[src/rtl/carryadder_sliced.sv]
// carryadder_sliced: WIDTH-bit add/subtract computed SLICE bits per clock.
// A registered ripple carry between slices keeps the critical path at one
// SLICE-bit adder regardless of WIDTH. LSB slice first; one op per NSLICE+1
// cycles, with back-to-back accepts allowed in the DONE cycle.
// Optional: define CARRYADDER_SLICED_OVERFLOW_EN to add tx_overflowflag
// (signed two's-complement overflow taken from the MSB slice).

// Combinational SLICE-bit adder with carry-in and carry-out.
module carryadder_sliced_slice #(
    parameter int SLICE = 8
) (
    input  logic [SLICE-1:0] a_i,
    input  logic [SLICE-1:0] b_i,
    input  logic             c_i,
    output logic [SLICE-1:0] s_o,
    output logic             c_o
);
    logic [SLICE:0] full;

    // Full (SLICE+1)-bit add; the top bit is the slice carry-out.
    assign full = {1'b0, a_i} + {1'b0, b_i} + {{SLICE{1'b0}}, c_i};
    assign s_o  = full[SLICE-1:0];
    assign c_o  = full[SLICE];
endmodule

module carryadder_sliced #(
    parameter int WIDTH = 32,
    parameter int SLICE = 8
) (
    input  logic             aclk,
    input  logic             aresetn,
    input  logic             rx_enable,
    input  logic             rx_write,
    input  logic             rx_strobe,
    input  logic             rx_subtract,
    input  logic             rx_carryflag,
    input  logic [WIDTH-1:0] rx_addend0,
    input  logic [WIDTH-1:0] rx_addend1,
    output logic [WIDTH-1:0] tx_sum,
    output logic             tx_carryflag,
    output logic             tx_zeroflag,
`ifdef CARRYADDER_SLICED_OVERFLOW_EN
    output logic             tx_overflowflag,
`endif
    output logic             tx_ready,
    output logic             tx_done
);
    localparam int NSLICE = WIDTH / SLICE;
    localparam int CW     = (NSLICE > 1) ? $clog2(NSLICE) : 1;
    localparam logic [CW-1:0] KLAST = CW'(NSLICE - 1);

    // Refuse to build with a width that does not split into whole slices.
    generate
        if (SLICE < 1 || WIDTH < SLICE || (WIDTH % SLICE) != 0) begin : g_bad_params
            $error("carryadder_sliced: WIDTH must be a non-zero multiple of SLICE");
        end
    endgenerate

    typedef enum logic [1:0] {
        S_IDLE,
        S_RUN,
        S_DONE
    } state_t;

    state_t                        state_q;
    logic [CW-1:0]                 k_q;
    logic [NSLICE-1:0][SLICE-1:0]  a_q;
    logic [NSLICE-1:0][SLICE-1:0]  b_q;
    logic [NSLICE-1:0][SLICE-1:0]  sum_q;
    logic                          carry_q;

    logic                          accept;
    logic [SLICE-1:0]              a_sl;
    logic [SLICE-1:0]              b_sl;
    logic [SLICE-1:0]              s_sl;
    logic                          c_out;

`ifdef CARRYADDER_SLICED_OVERFLOW_EN
    logic                          ovf_q;
    logic                          ovf_d;
`endif

    // tx_ready is only high in IDLE and DONE, so accept never fires mid-RUN.
    assign accept = rx_enable & rx_write & rx_strobe & tx_ready;

    // Select operand slice k for this RUN cycle.
    always_comb begin
        a_sl = '0;
        b_sl = '0;
        for (int i = 0; i < NSLICE; i++) begin
            if (k_q == CW'(i)) begin
                a_sl = a_q[i];
                b_sl = b_q[i];
            end
        end
    end

    carryadder_sliced_slice #(
        .SLICE (SLICE)
    ) u_slice (
        .a_i (a_sl),
        .b_i (b_sl),
        .c_i (carry_q),
        .s_o (s_sl),
        .c_o (c_out)
    );

`ifdef CARRYADDER_SLICED_OVERFLOW_EN
    // Carry into the MSB is recovered from the MSB sum bit; overflow is
    // that carry XOR the carry out of the MSB.
    always_comb begin
        ovf_d = (a_sl[SLICE-1] ^ b_sl[SLICE-1] ^ s_sl[SLICE-1]) ^ c_out;
    end
`endif

    // Control FSM, slice datapath and registered outputs.
    always_ff @(posedge aclk or negedge aresetn) begin
        if (!aresetn) begin
            state_q         <= S_IDLE;
            k_q             <= '0;
            a_q             <= '0;
            b_q             <= '0;
            sum_q           <= '0;
            carry_q         <= 1'b0;
            tx_sum          <= '0;
            tx_carryflag    <= 1'b0;
            tx_zeroflag     <= 1'b0;
            tx_ready        <= 1'b1;
            tx_done         <= 1'b0;
`ifdef CARRYADDER_SLICED_OVERFLOW_EN
            ovf_q           <= 1'b0;
            tx_overflowflag <= 1'b0;
`endif
        end else begin
            tx_done <= 1'b0;
            case (state_q)
                S_IDLE: begin
                end
                S_RUN: begin
                    for (int i = 0; i < NSLICE; i++) begin
                        if (k_q == CW'(i)) sum_q[i] <= s_sl;
                    end
                    carry_q <= c_out;
                    k_q     <= k_q + 1'b1;
                    if (k_q == KLAST) begin
`ifdef CARRYADDER_SLICED_OVERFLOW_EN
                        ovf_q    <= ovf_d;
`endif
                        state_q  <= S_DONE;
                        tx_ready <= 1'b1;
                    end
                end
                S_DONE: begin
                    tx_sum       <= sum_q;
                    tx_carryflag <= carry_q;
                    tx_zeroflag  <= (sum_q == '0);
                    tx_done      <= 1'b1;
`ifdef CARRYADDER_SLICED_OVERFLOW_EN
                    tx_overflowflag <= ovf_q;
`endif
                    state_q      <= S_IDLE;
                end
                default: begin
                    state_q  <= S_IDLE;
                    tx_ready <= 1'b1;
                end
            endcase
            // Accept from IDLE or DONE; overrides the DONE->IDLE move so a
            // command in the DONE cycle starts with no idle gap.
            if (accept) begin
                a_q      <= rx_addend0;
                b_q      <= rx_addend1 ^ {WIDTH{rx_subtract}};
                carry_q  <= rx_carryflag;
                k_q      <= '0;
                state_q  <= S_RUN;
                tx_ready <= 1'b0;
            end
        end
    end
endmodule

[config.mk]
export PLATFORM = sky130hd
export DESIGN_NAME = carryadder_sliced
export DESIGN_NICKNAME = d
export VERILOG_FILES = /design/src/rtl/carryadder_sliced.sv
export SDC_FILE = /design/constraint.sdc
export NUM_CORES = 1
export LEC_CHECK = 0
export BUFFER_PORTS_ARGS = -buffer_cell sky130_fd_sc_hd__buf_2
export CORE_ASPECT_RATIO = 1.2
export CORE_MARGIN = 2
export CORE_UTILIZATION = 60
export DETAILED_ROUTE_END_ITERATION = 10
export PLACE_DENSITY = 0.82
export SYNTH_ARGS = -nofsm -noshare
export SYNTH_HDL_FRONTEND = slang
export SYNTH_SLANG_ARGS = --single-unit
[constraint.sdc]
create_clock -name aclk -period 4.5 [get_ports aclk]
set_clock_uncertainty 0.05 [all_clocks]
set_input_delay 0.675 -clock aclk [delete_from_list [all_inputs] [get_ports aclk]]
set_output_delay 0.675 -clock aclk [all_outputs]
set_load 0.01 [all_outputs]
# --- Yosys cells after proc, flatten, opt, wreduce, memory -nomap -nowiden ---
# Index checks and enable logic that the tools add are counted.
op_classes:
  n_shift: 0
  div: 0
  addsub: 3
  n_bitwise: 4
  n_mul: 0
  reduce_logical: 11
  order_cmp: 0
  n_mux: 19
  eq_ne: 8
op_table:
  columns: ["cell", "n"]
  rows:
  - ["$mux W8", 8]
  - ["$logic_not A32 Y1", 1]
  - ["$xor A32 B32 Y32", 1]
  - ["$reduce_and A2 Y1", 6]
  - ["$add A8 B8 Y9", 1]
  - ["$add A9 B1 Y9", 1]
  - ["$mux W2", 4]
  - ["$eq A2 B2 Y1 const B", 3]
  - ["$mux W1", 5]
  - ["$eq A2 B1 Y1 const B", 2]
  - ["$logic_not A2 Y1", 2]
  - ["$pmux W2 S2", 1]
  - ["$and A1 B1 Y1", 3]
  - ["$ne A3 B3 Y1 const B", 1]
  - ["$add A2 B1 Y2 const B", 1]
  - ["$ne A2 B1 Y1 const B", 1]
  - ["$ne A2 B2 Y1 const B", 1]
  - ["$pmux W1 S2", 1]
  - ["$reduce_bool A2 Y1", 1]
  - ["$reduce_or A2 Y1", 1]
word_totals:
  inputBits: 71
  ff_bits: 137
  rom_bits: 0
  memories: 0
  out_inout_bits: 36
  latch_bits: 0
  wordCells: 65
  mem_bits_rw: 0

# --- Depth between registers and ports, before layout ---
logic_depth:
  word_depth: 9
  ltp_mapped: 16
  mapped_depth_nobuf: 15

# --- Hierarchy ---
# Synthesis repeated with hierarchy kept, for this count alone.
unflattened:
  cells_unflattened: 587
  hier_area_um2: 6663.9
modules_own_cells:
  columns: ["mod", "cells_each", "area_each_um2", "instances", "seq_area_each_um2"]
  rows:
  - ["carryadder_sliced", 549, 6351.1, 1, 3429.5]
  - ["carryadder_sliced_slice", 38, 312.8, 1, 0.0]

# --- Worst setup path before layout ---
# OpenSTA, ideal clock, no wires.
synth_path:
  path_kind: "reg-to-reg"
  start: "register k_q[0]"
  end: "register sum_q[14] (netlist bit)"
  synth_period_minus_slack_ns: 2.856
  stages_incl_launch_ff: 16
  arrival_ns: 2.680
  path_buffers: 2
  setup_time_ns: 0.126
  slack_ns: 1.644
  required_time_ns: 4.324
  cell_sequence: "dfrtp_1 inv_1 ha_1 clkbuf_1 clkbuf_1 a21oi_1 nor2_1 a21oi_1 fa_1 inv_1 fa_1 a21oi_2 o211ai_2 a21oi_2 xor2_2 o21ai_1"
synth_via:
  elab_chain_cells: 7
  word_cells_on_any_way: 15
  classes_between: "add/sub (2); eq/ne (3); mux (8); reduce/logical (2)"
synth_rtl:
  columns: ["element", "line", "text"]
  rows:
  - ["from (decl)", "66", "logic [CW-1:0] k_q;"]
  - ["from (signal assigned)", "144", "k_q <= k_q + 1'b1;"]
  - ["$logic_not A2 Y1", "91", "if (k_q == CW'(i)) begin"]
  - ["$mux W8 (4 in a row)", "91", null]
  - ["$add A8 B8 Y9", "21", "assign full = {1'b0, a_i} + {1'b0, b_i} + {{SLICE{1'b0}}, c_i};"]
  - ["$add A9 B1 Y9", "21", null]
  - ["to (signal, indexed assignment)", "141", "if (k_q == CW'(i)) sum_q[i] <= s_sl;"]
  - ["to (decl)", "69", "logic [NSLICE-1:0][SLICE-1:0] sum_q;"]
# Parallel ways exist; a longest one is shown, timed or not.
# A chain may end at the register's enable or synchronous reset.

# --- Final worst setup path ---
layout_path:
  start: "register k_q[1]"
  end: "register sum_q[30] (netlist bit)"
# Same word-level chain as after synthesis.

==> summary.md <==
| Metric | Value |
|---|---|
| Async S/R FF share, synth | 100% |
| First-pass GRT wire length | 23200 um |
| Die ar. | 0.0113 mm2 |
| Setup Fix Bufs, Post-CTS | 0 |
| Hold WC Path Type | input port to asynchronous set/reset pin |
| Post-place instance area | 0.00683 mm2 |
| Pwr dens | 745 mW/mm2 |
| DRT Wirelength | 13700 um |
| Mapped Area | 0.00627 mm2 |
| Post-Synthesis Cells | 640 |
| Clock Power Share | 25.4% |
| Die Y | 116 um |
| Critical Path AT | 3.94 ns |
| Fin crit share | 82.3% |
| Final hold vios | 0 |
| Outcome | complete, no violations |
| Syn Area/Cell | 9.79 um2 |
| Deepest clock path buffer count | 2 |
| R2r endpoint | sum_q[30] |
| Nets | 816 |
| Synthesis Warnings | 0 |
| RSZ-0062 raised after global routing | false |
| TritonCTS Buffers | 17 |
| Worst-margin pin slew | 1.13 ns |
| Internal power | 3.45 mW |
| CTS tree | yes |
| Initial antenna violation count | 0 |
| Layout area overhead | 18.6% |
| Ant diodes | 0 |
| Htree depth | 4 |
| # hold bufs at CTS | 0 |
| Max-slew headroom | 24.9% |
| Reg2reg start | k_q[1] |
| DRT antenna net count | 0 |
| Max Slew Vio Count | 0 |
| Largest net degree at the start of global routing | 83 |
| Max Freq | 270 MHz |
| Post-DP HPWL | 9610 um |
| Root buffer cell | clkbuf_16 |
| Synthesized Nets | 724 |
| Boundary Pins | 107 |
| Routability cong. | 0.860 |
| Fill count | 746 |
| Maximum VDD drop | 0.000374 V |
| Initial DRC count | 292 |
| Comb pwr share | 37.3% |
| Sw frac | 37.7% |
| FF-to-FF setup slack | 0.80 ns |
| Vias per cell | 5.47 |
| Clock Latency Late Sink | 0.42 ns |
| Via count | 4756 |
| Critical Path End Type | register |
| Max Cap Viol | 0 |
| Critical setup path kind | register to register |
| Starting Density | 62.0% |
| Synth Flop Type | dfrtp_1 |
| Die Wd | 97.3 um |
| Grt total ovfl | 0 |
| CP required | 4.74 ns |
| Final setup vio count | 0 |
| Fin area | 0.00743 mm2 |
| # rows | 40 |
| CP max FO | 33 |
| Setup TNS Final | 0 ns |
| First drt pass iteration count | 5 |
| Worst R2R Path Depth | 15 |
| Vias in the first global route | 4801 |
| Share of post-route cells with drive strength above 1 | 25.1% |
| Core Box Area | 0.0101 mm2 |
| GRT Total Usage | 26.1% |
| Yosys cell types | 32 |
| Wire per inst | 15.7 um |
| Crit start category | register |
| Sequential share of the synthesized area | 54.7% |
| Clock sinks | 137 |
| Post-CTS resize count | 0 |
| NetSw | 2.09 mW |
| Final min period | 3.70 ns |
| P_leak | 3.68 nW |
| Post-synth EDFFs | 0 |
| Seq pwr share | 37.3% |
| Clk slew on worst S/H paths | 0.05 ns |
| I/O Buffers | 106 |
| Post-route DRC | 0 |
| Synth Register Bits | 137 |
-- cell usage in the layout (no fill, tap or decap), types with 16 or more instances in the layout --
cell type / synthesis / routed
clkbuf_16: 0 / 17
xnor2_1: 34 / 34
a21oi_1: 39 / 39
buf_2: 20 / 105
nand3b_1: 16 / 16
o21ai_0: 70 / 70
mux2_2: 36 / 36
dfrtp_1: 136 / 136
nand2_1: 198 / 198
-- area by class of cell --
cell class                      instances  area [um2]  area share, %
Clock buffer                           19         453           6.09
Clock inverter                         12         150           2.02
Inverter                                7        26.3          0.354
Multi-Input combinational cell        458        2650           35.6
Sequential cell                       137        3430           46.1
Tap cell                              126         158           2.12
Timing Repair Buffer                  111         571           7.68
-- synth_stat cells (7+ instances only) --
master / instances / area [um2]
ha_1: 11 / 138
o21ai_0: 70 / 350
dfrtp_1: 136 / 3400
nand3b_1: 16 / 120
buf_2: 20 / 100
xnor2_1: 34 / 298
nand2_1: 198 / 743
nor4_1: 8 / 50.1
clkbuf_1: 18 / 67.6
inv_1: 7 / 26.3
mux2_2: 36 / 405
nor2_1: 11 / 41.3
a21oi_1: 39 / 195
-- cell families after synthesis --
logic type,Yosys count,synth area share [%]
adders and majority gates,13,2.83
AOI/OAI and AO/OA,126,10.7
DFF,137,54.7
xor gates and xnor gates,38,5.43
muxes,36,6.47
and+or+nand+nor,245,16.8
buffers and inverters,45,3.09
-- how the worst max path moves through the flow --
stage	from	end	slack, ns	cells past startpoint
finish	k_q[1]	sum_q[30]	0.80	15
detailed placement	k_q[1]	sum_q[30]	0.84	15
global route	k_q[1]	sum_q[14]	0.51	15
floorplan	k_q[0]	sum_q[14]	1.64	15
global placement	k_q[1]	sum_q[30]	1.00	15
CTS	k_q[1]	sum_q[30]	0.83	15
-- power groups by stage --
stage	clock (mW)	combinational (mW)	sequential, mW
CTS	1.42	2.06	2.07
finish	1.41	2.06	2.07
floorplan	0	1.39	2.04
global route	1.47	2.28	2.13
detailed placement	0	2.03	2.08
global placement	0	1.93	2.06
-- registers in the layout (all words and copies together), names as in the netlist --
name          flops
a_q              32
b_q              32
sum_q            32
tx_sum           32
k_q               2
state_q           2
carry_q           1
tx_carryflag      1
tx_done           1
tx_ready          1
tx_zeroflag       1
-- routing by layer --
layer,share of wire [%],vias up,track usage [%]
met5,0,-,0
met4,2.4,0,10.8
met3,5.7,27,5.79
met2,52,163,45.6
met1,40,2251,31.9
li1,-,2315,-
-- stage by stage --
| stage | worst slack (ns) | total power, mW | instances | hold WS, ns | utilization [%] |
|---|---|---|---|---|---|
| global route | 0.508 | 5.89 | 870 | 0.401 | 73.5 |
| detailed placement | 0.840 | 4.11 | 839 | 0.418 | 67.5 |
| global placement | 1.00 | 3.99 | 839 | 0.409 | 67.5 |
| finish | 0.799 | 5.54 | 870 | 0.362 | 73.5 |
| CTS | 0.826 | 5.55 | 870 | 0.384 | 73.5 |
| floorplan | 1.64 | 3.42 | 640 | 0.329 | - |
-- worst max-delay path: stages, from the launching register on --
cell	delay, ns
dfrtp_1	0.40
inv_1	0.11
ha_1	0.80
nand3b_1	0.20
a21oi_1	0.07
a21oi_1	0.14
nor2_1	0.05
a21oi_1	0.22
fa_1	0.22
inv_1	0.06
fa_1	0.42
a21oi_2	0.19
o211ai_2	0.11
a21oi_2	0.22
xor2_2	0.22
o21ai_1	0.10
(Power assumes the default switching activity.)
